<file path="src/rtl/reg_pkg.sv">
`default_nettype none
// ============================================================================
// Module   : reg_pkg
// Purpose  : Shared helpers for the elastic register pipeline: the count-width
//            function, the stage record macro and the parameter guard macro.
// Revision : 1.0 - initial release
// ============================================================================

`ifndef REG_PKG_MACROS
`define REG_PKG_MACROS
// One pipeline stage as a packed record: valid flag plus a W-bit payload.
`define REG_STAGE_T(W) struct packed { logic v; logic [(W)-1:0] d; }
// Elaboration-time guard; LABEL must be a unique g_* block name.
`define REG_PARAM_CHECK(LABEL, COND, MSG) \
  if (!(COND)) begin : LABEL \
    $error(MSG); \
  end
`endif

package reg_pkg;

  // Width needed to hold the values 0..depth inclusive.
  function automatic int clog2_cnt(input int depth);
    return (depth < 1) ? 1 : $clog2(depth + 1);
  endfunction

endpackage

`default_nettype wire

</file>
<file path="src/rtl/reg_pipeline_if.sv">
`default_nettype none
// ============================================================================
// Module   : reg_pipeline_if
// Purpose  : Valid/ready bus of the elastic register pipeline, with master
//            (producer/consumer side) and slave (pipeline side) views.
// Revision : 1.0 - initial release
// ============================================================================

interface reg_pipeline_if
  import reg_pkg::*;
#(
  parameter int WIDTH = 16,
  parameter int DEPTH = 4
);

  localparam int c_cnt_w = clog2_cnt(DEPTH);

  logic               flush;
  logic               in_valid;
  logic               in_ready;
  logic [WIDTH-1:0]   in_data;
  logic               out_valid;
  logic               out_ready;
  logic [WIDTH-1:0]   out_data;
  logic [c_cnt_w-1:0] count;

  modport master (
    output flush, in_valid, in_data, out_ready,
    input  in_ready, out_valid, out_data, count
  );

  modport slave (
    input  flush, in_valid, in_data, out_ready,
    output in_ready, out_valid, out_data, count
  );

endinterface

`default_nettype wire

</file>
<file path="src/rtl/pipe_stage.sv">
`default_nettype none
// ============================================================================
// Module   : pipe_stage
// Purpose  : One load-enabled pipeline register with its own valid bit.
// Revision : 1.0 - initial release
// ============================================================================

module pipe_stage #(
  parameter int               WIDTH       = 16,
  parameter logic [WIDTH-1:0] RESET_VALUE = '0
) (
  input  logic             clk,
  input  logic             reset,
  input  logic             flush,
  input  logic             up_valid,
  input  logic [WIDTH-1:0] up_data,
  input  logic             load,
  output logic             v,
  output logic [WIDTH-1:0] d
);

  typedef `REG_STAGE_T(WIDTH) stage_t;

  stage_t r_stage;

  // Payload is only written by a valid word, so a bubble moving through
  // leaves the previous data in place.
  always_ff @(posedge clk) begin
    if (reset) begin
      r_stage.v <= 1'b0;
      r_stage.d <= RESET_VALUE;
    end else if (flush) begin
      r_stage.v <= 1'b0;
    end else if (load) begin
      r_stage.v <= up_valid;
      if (up_valid) begin
        r_stage.d <= up_data;
      end
    end
  end

  assign v = r_stage.v;
  assign d = r_stage.d;

endmodule

`default_nettype wire

</file>
<file path="src/rtl/reg_pipeline.sv">
`default_nettype none
// ============================================================================
// Module   : reg_pipeline
// Purpose  : Elastic DEPTH-stage register pipeline with valid/ready on both
//            sides, bubble collapsing, synchronous flush and occupancy count.
// Revision : 1.0 - initial release
// ============================================================================

module reg_pipeline
  import reg_pkg::*;
#(
  parameter int               WIDTH       = 16,
  parameter int               DEPTH       = 4,
  parameter logic [WIDTH-1:0] RESET_VALUE = '0
) (
  input  logic              clk,
  input  logic              reset,
  reg_pipeline_if.slave     bus
);

  localparam int c_cnt_w = clog2_cnt(DEPTH);

  `REG_PARAM_CHECK(g_chk_width, WIDTH >= 1, "reg_pipeline: WIDTH must be >= 1")
  `REG_PARAM_CHECK(g_chk_depth, DEPTH >= 1, "reg_pipeline: DEPTH must be >= 1")

  logic [DEPTH-1:0]   w_v;
  logic [DEPTH-1:0]   w_adv;
  logic [DEPTH-1:0]   w_load;
  logic [WIDTH-1:0]   w_d [DEPTH];
  logic               w_in_ready;
  logic               w_in_xfer;
  logic               w_out_xfer;
  logic [c_cnt_w-1:0] r_count;

  // The ready chain adv[k] = ~v[k+1] | adv[k+1] unrolls to "out_ready, or
  // any stage above k is empty"; computing it from w_v alone keeps the
  // chain free of self-referencing combinational feedback.
  always_comb begin
    w_adv = '0;
    for (int k = 0; k < DEPTH; k++) begin
      w_adv[k] = bus.out_ready;
      for (int j = k + 1; j < DEPTH; j++) begin
        if (!w_v[j]) begin
          w_adv[k] = 1'b1;
        end
      end
    end
  end

  assign w_load     = ~w_v | w_adv;
  assign w_in_ready = w_load[0] & ~bus.flush & ~reset;
  assign w_in_xfer  = bus.in_valid & w_in_ready;
  assign w_out_xfer = w_v[DEPTH-1] & bus.out_ready;

  for (genvar k = 0; k < DEPTH; k++) begin : g_stage
    if (k == 0) begin : g_head
      pipe_stage #(
        .WIDTH       (WIDTH),
        .RESET_VALUE (RESET_VALUE)
      ) u_stage (
        .clk      (clk),
        .reset    (reset),
        .flush    (bus.flush),
        .up_valid (bus.in_valid),
        .up_data  (bus.in_data),
        .load     (w_load[k]),
        .v        (w_v[k]),
        .d        (w_d[k])
      );
    end else begin : g_body
      pipe_stage #(
        .WIDTH       (WIDTH),
        .RESET_VALUE (RESET_VALUE)
      ) u_stage (
        .clk      (clk),
        .reset    (reset),
        .flush    (bus.flush),
        .up_valid (w_v[k-1]),
        .up_data  (w_d[k-1]),
        .load     (w_load[k]),
        .v        (w_v[k]),
        .d        (w_d[k])
      );
    end
  end

  always_ff @(posedge clk) begin
    if (reset) begin
      r_count <= '0;
    end else if (bus.flush) begin
      r_count <= '0;
    end else begin
      r_count <= r_count + c_cnt_w'(w_in_xfer) - c_cnt_w'(w_out_xfer);
    end
  end

  assign bus.in_ready  = w_in_ready;
  assign bus.out_valid = w_v[DEPTH-1];
  assign bus.out_data  = w_d[DEPTH-1];
  assign bus.count     = r_count;

endmodule

`default_nettype wire
</file>
<file path="src/flat_wrapper.sv">
// flat-port wrapper written by rule: the top's interface ports become plain ports
module reg_pipeline_flat import reg_pkg::*;
#(
  parameter int               WIDTH       = 16,
  parameter int               DEPTH       = 4,
  parameter logic [WIDTH-1:0] RESET_VALUE = '0
)
  (clk, reset, bus_flush, bus_in_valid, bus_in_data, bus_out_ready, bus_in_ready, bus_out_valid, bus_out_data, bus_count);
  reg_pipeline_if #(.WIDTH(WIDTH), .DEPTH(DEPTH)) bus_i ();
  input  logic clk;
  input  logic reset;
  input wire logic [$bits(bus_i.flush)-1:0] bus_flush;
  input wire logic [$bits(bus_i.in_valid)-1:0] bus_in_valid;
  input wire logic [$bits(bus_i.in_data)-1:0] bus_in_data;
  input wire logic [$bits(bus_i.out_ready)-1:0] bus_out_ready;
  output wire logic [$bits(bus_i.in_ready)-1:0] bus_in_ready;
  output wire logic [$bits(bus_i.out_valid)-1:0] bus_out_valid;
  output wire logic [$bits(bus_i.out_data)-1:0] bus_out_data;
  output wire logic [$bits(bus_i.count)-1:0] bus_count;
  assign bus_i.flush = bus_flush;
  assign bus_i.in_valid = bus_in_valid;
  assign bus_i.in_data = bus_in_data;
  assign bus_i.out_ready = bus_out_ready;
  assign bus_in_ready = bus_i.in_ready;
  assign bus_out_valid = bus_i.out_valid;
  assign bus_out_data = bus_i.out_data;
  assign bus_count = bus_i.count;
  reg_pipeline #(.WIDTH(WIDTH), .DEPTH(DEPTH), .RESET_VALUE(RESET_VALUE)) u_core (.clk(clk), .reset(reset), .bus(bus_i));
endmodule
</file>
<file path="config.mk">
export PLATFORM = sky130hd
export DESIGN_NAME = reg_pipeline_flat
export DESIGN_NICKNAME = d
export VERILOG_FILES = /design/src/rtl/reg_pkg.sv /design/src/rtl/reg_pipeline_if.sv /design/src/rtl/pipe_stage.sv /design/src/rtl/reg_pipeline.sv /design/src/flat_wrapper.sv
export SDC_FILE = /design/constraint.sdc
export NUM_CORES = 1
export LEC_CHECK = 0
export CORE_UTILIZATION = 38
export DETAILED_ROUTE_END_ITERATION = 16
export HOLD_SLACK_MARGIN = 0.12
export PLACE_DENSITY_LB_ADDON = 0.3
export SLEW_MARGIN = 30
export SYNTH_ARGS = -nofsm -noshare
export SYNTH_HDL_FRONTEND = slang
export SYNTH_HIERARCHICAL = 1
export SYNTH_SLANG_ARGS = --single-unit
</file>
<file path="constraint.sdc">
create_clock -name clk -period 2.3 [get_ports clk]
set_clock_uncertainty 0.15 [all_clocks]
set_input_delay 0.345 -clock clk [delete_from_list [all_inputs] [get_ports clk]]
set_output_delay 0.345 -clock clk [all_outputs]
set_load 0.03 [all_outputs]
</file>
==> results.py <==
metrics = {
    "clocking": {
        "worstSkewPairLatency_ps": 330,
        "clk_pin_slew_worst_paths_ps": 70,
        "h-tree-depth": 3,
        "numCtsBuffers": 9,
        "cts_root_buf": "clkbuf_8",
        "cts_tree": "yes",
        "clock_path_buffers": 2,
        "ctsHoldBuffers": 0,
        "clock-sinks": 71,
    },
    "grt": {
        "track_usage": 0.1224,
        "grt_pass1_vias": 1924,
        "grt_max_degree": 135,
        "antenna_found_initial": 0,
        "globalRouteOverflowTotal": 0,
        "grt_pass1_wl_mm": 8.680,
    },
    "critical_path": {
        "reg2reg_from": "u_core/g_stage[2].g_body.u_stage/v",
        "critical-path-top-delay-family": "adder cells",
        "path_cells": "nand4b_4 > o211ai_1 > ha_1 > inv_1 > ha_1 > inv_1 > fa_1 > xnor3_1 > nor3_2",
        "crit_arrival_ps": 2160,
        "end_kind": "flop",
        "max_stage_delay_ps": 430,
        "cp.required_ps": 2340,
        "path_max_fanout": 5,
        "rr_endpoint": "u_core/bus.count[2]",
        "reg2regPathDepth": 9,
        "worstSetupStartpointType": "flop",
        "r2r_slack_ps": 180,
        "cp_slowest_cell": "dfxtp_1",
        "crit_type": "reg -> reg",
        "worst-path-buf-inv": 2,
    },
    "logic_synthesis": {
        "synth_top_cell_area_share": 0.4311,
        "synth_cell_type_count": 21,
        "synth_seq_cells": 71,
        "syn-num-nets": 338,
        "ys_top_cells_by_area": "dfxtp_1, nand2b_1, mux2i_1",
        "syn-cell-area_um2": 3297,
        "synth_area_leader_cell": "dfxtp_1",
        "ys_warn_count": 6,
        "syn_avg_cell_area_um2": 10.50,
        "synthCells": 314,
        "ys_seq_area_frac": 0.4311,
    },
    "place": {
        "place_ws_ps": -295.4,
        "place_area_um2": 3761,
        "dp_cells": 450,
        "routabilityCongestion": 0.7439,
        "io_buffers": 41,
        "post-dp-hpwl_mm": 3.314,
    },
    "cells_and_area": {
        "final_cell_count_no_fill": 466,
        "fillers": 777,
        "area_growth_pct": 20.46,
        "n_antenna_cell": 0,
        "utilization": 0.4785,
        "final_net_count": 380,
        "seq_area_um2": 1421,
        "stdcell_area_um2": 3971,
        "drive_gt1_frac": 0.08310,
        "multi_input_area_um2": 1690,
    },
    "routing": {
        "via_count": 2023,
        "vias_per_cell": 4.341,
        "drt_wl_total_mm": 5.175,
        "dr.pass1.iters": 4,
        "ant_nets": 0,
        "routedWlPerCell_um": 11.11,
        "drt_iter0_drc": 77,
        "drcViolationCount": 0,
    },
    "sta": {
        "tightest_slew_ps": 883.9,
        "finalSetupViolations": 0,
        "setup_ws_ps": 178.1,
        "timing.slew.headroom": 0.4107,
        "fmax_mhz": 471.3,
        "fin_crit_ps": 2122,
        "tns_ps": 0,
        "timing.hold.ws_ps": 314.7,
        "finalCritPeriodShare": 0.9226,
        "rsz0062_at_grt": "no",
        "hold_viol_final": 0,
        "maxSlewViolCount": 0,
    },
    "power_and_ir_drop": {
        "power_density_nw_per_um2": 612.3,
        "power.leakage_nw": 1.392,
        "total_power_mw": 2.432,
        "ir_drop_uv": 330.7,
    },
    "die": {
        "start_util": 0.3973,
        "die_w_um": 95.15,
        "core_area_um2": 8299,
        "die_y_um": 95.15,
        "rows": 33,
        "die_area_um2": 9053,
        "io_pins": 42,
    },
    "job": {
        "maxCapViolCount": 0,
    },
    "hold_path": {
        "worstHoldStart": "reset",
        "worstHoldPathCells": 4,
        "min_to": "u_core/bus.count[0]",
        "hp-class": "in -> reg",
    },
    "run_status": {
        "status": "finished clean",
    },
}
## registers in the layout (all words and copies together) (netlist names)
signal                           flops
u_core/bus.count                     3
u_core/g_stage.g_body.u_stage/d     48
u_core/g_stage.g_body.u_stage/v      3
u_core/g_stage.g_head.u_stage/d     16
u_core/g_stage.g_head.u_stage/v      1
## cell usage after synthesis, drive strengths merged
cell	number
nor2	1
o21a	1
ha	2
and3b	4
and2	2
inv	4
nand2b	128
o211ai	1
clkbuf	12
or2	1
xnor3	1
nor2b	1
mux2i	68
nor3	6
nand4b	1
dfxtp	71
fa	1
buf	8
nand2	1
## cell usage in the layout (no fill, tap or decap), types with 2 or more instances in the layout
cell	instances
ha_1	2
nand2b_1	128
clkdlybuf4s50_1	38
inv_1	4
buf_12	2
mux2i_1	68
and3b_1	4
and2_1	2
dfxtp_1	71
clkbuf_8	11
buf_4	9
nor3_1	5
clkinv_2	2
## cells by family (layout without fill, tap and decap cells)
kind of cell    after synthesis  after routing  synth area share
fa+ha+maj                     3              3           0.01366
xor+xnor                      1              1          0.006831
compound gates                2              2          0.004556
flops                        71             71            0.4311
buf+inv                      24             71           0.05616
mux                          68             68            0.2065
simple gates                145            145            0.2812
## final cells by class
cell class                      count  share of cell area
Tap cell                          105             0.03308
Clock inverter                      5             0.01418
Timing Repair Buffer               51              0.1273
Multi-Input combinational cell    219              0.4256
Sequential cell                    71              0.3579
Inverter                            4            0.003781
Clock buffer                       11             0.03812
## worst min-delay path: stages
cell and delay (ps):
buf_2 90, nor2_1 50, buf_4 120, and2_1 150
## metal layers
layer | vias up | global-route usage | share of wire
li1 | 1097 | - | -
met1 | 882 | 0.1752 | 0.55
met2 | 35 | 0.1696 | 0.39
met3 | 9 | 0.02392 | 0.030
met4 | 0 | 0.06818 | 0.023
met5 | - | 0 | 0
## report_power, final
part / internal, mW / leakage [nW] / switching (mW)
clock: 0.558 / 0.105 / 0.454
combinational: 0.0996 / 0.713 / 0.0632
sequential: 1.25 / 0.574 / 0.0102
## timing repair
| action | 4_1_cts | 5_1_grt |
|---|---|---|
| gates resized for setup | 0 | 1 |
| endpoints found under the setup margin | 0 | 1 |
| setup buffers | 0 | 0 |
## how the worst max path moves through the flow
stage                               end  depth (start not counted)  slack (ps)                                from
floorplan           u_core/bus.count[2]                          9          80  u_core/g_stage[3].g_body.u_stage/v
global placement    u_core/bus.count[2]                         10        -220                       bus_out_ready
detailed placement  u_core/bus.count[2]                         10        -300                       bus_out_ready
CTS                 u_core/bus.count[2]                         10          60                       bus_out_ready
global route        u_core/bus.count[2]                          9          50  u_core/g_stage[2].g_body.u_stage/v
finish              u_core/bus.count[2]                          9         180  u_core/g_stage[2].g_body.u_stage/v
(Power assumes the default switching activity.)
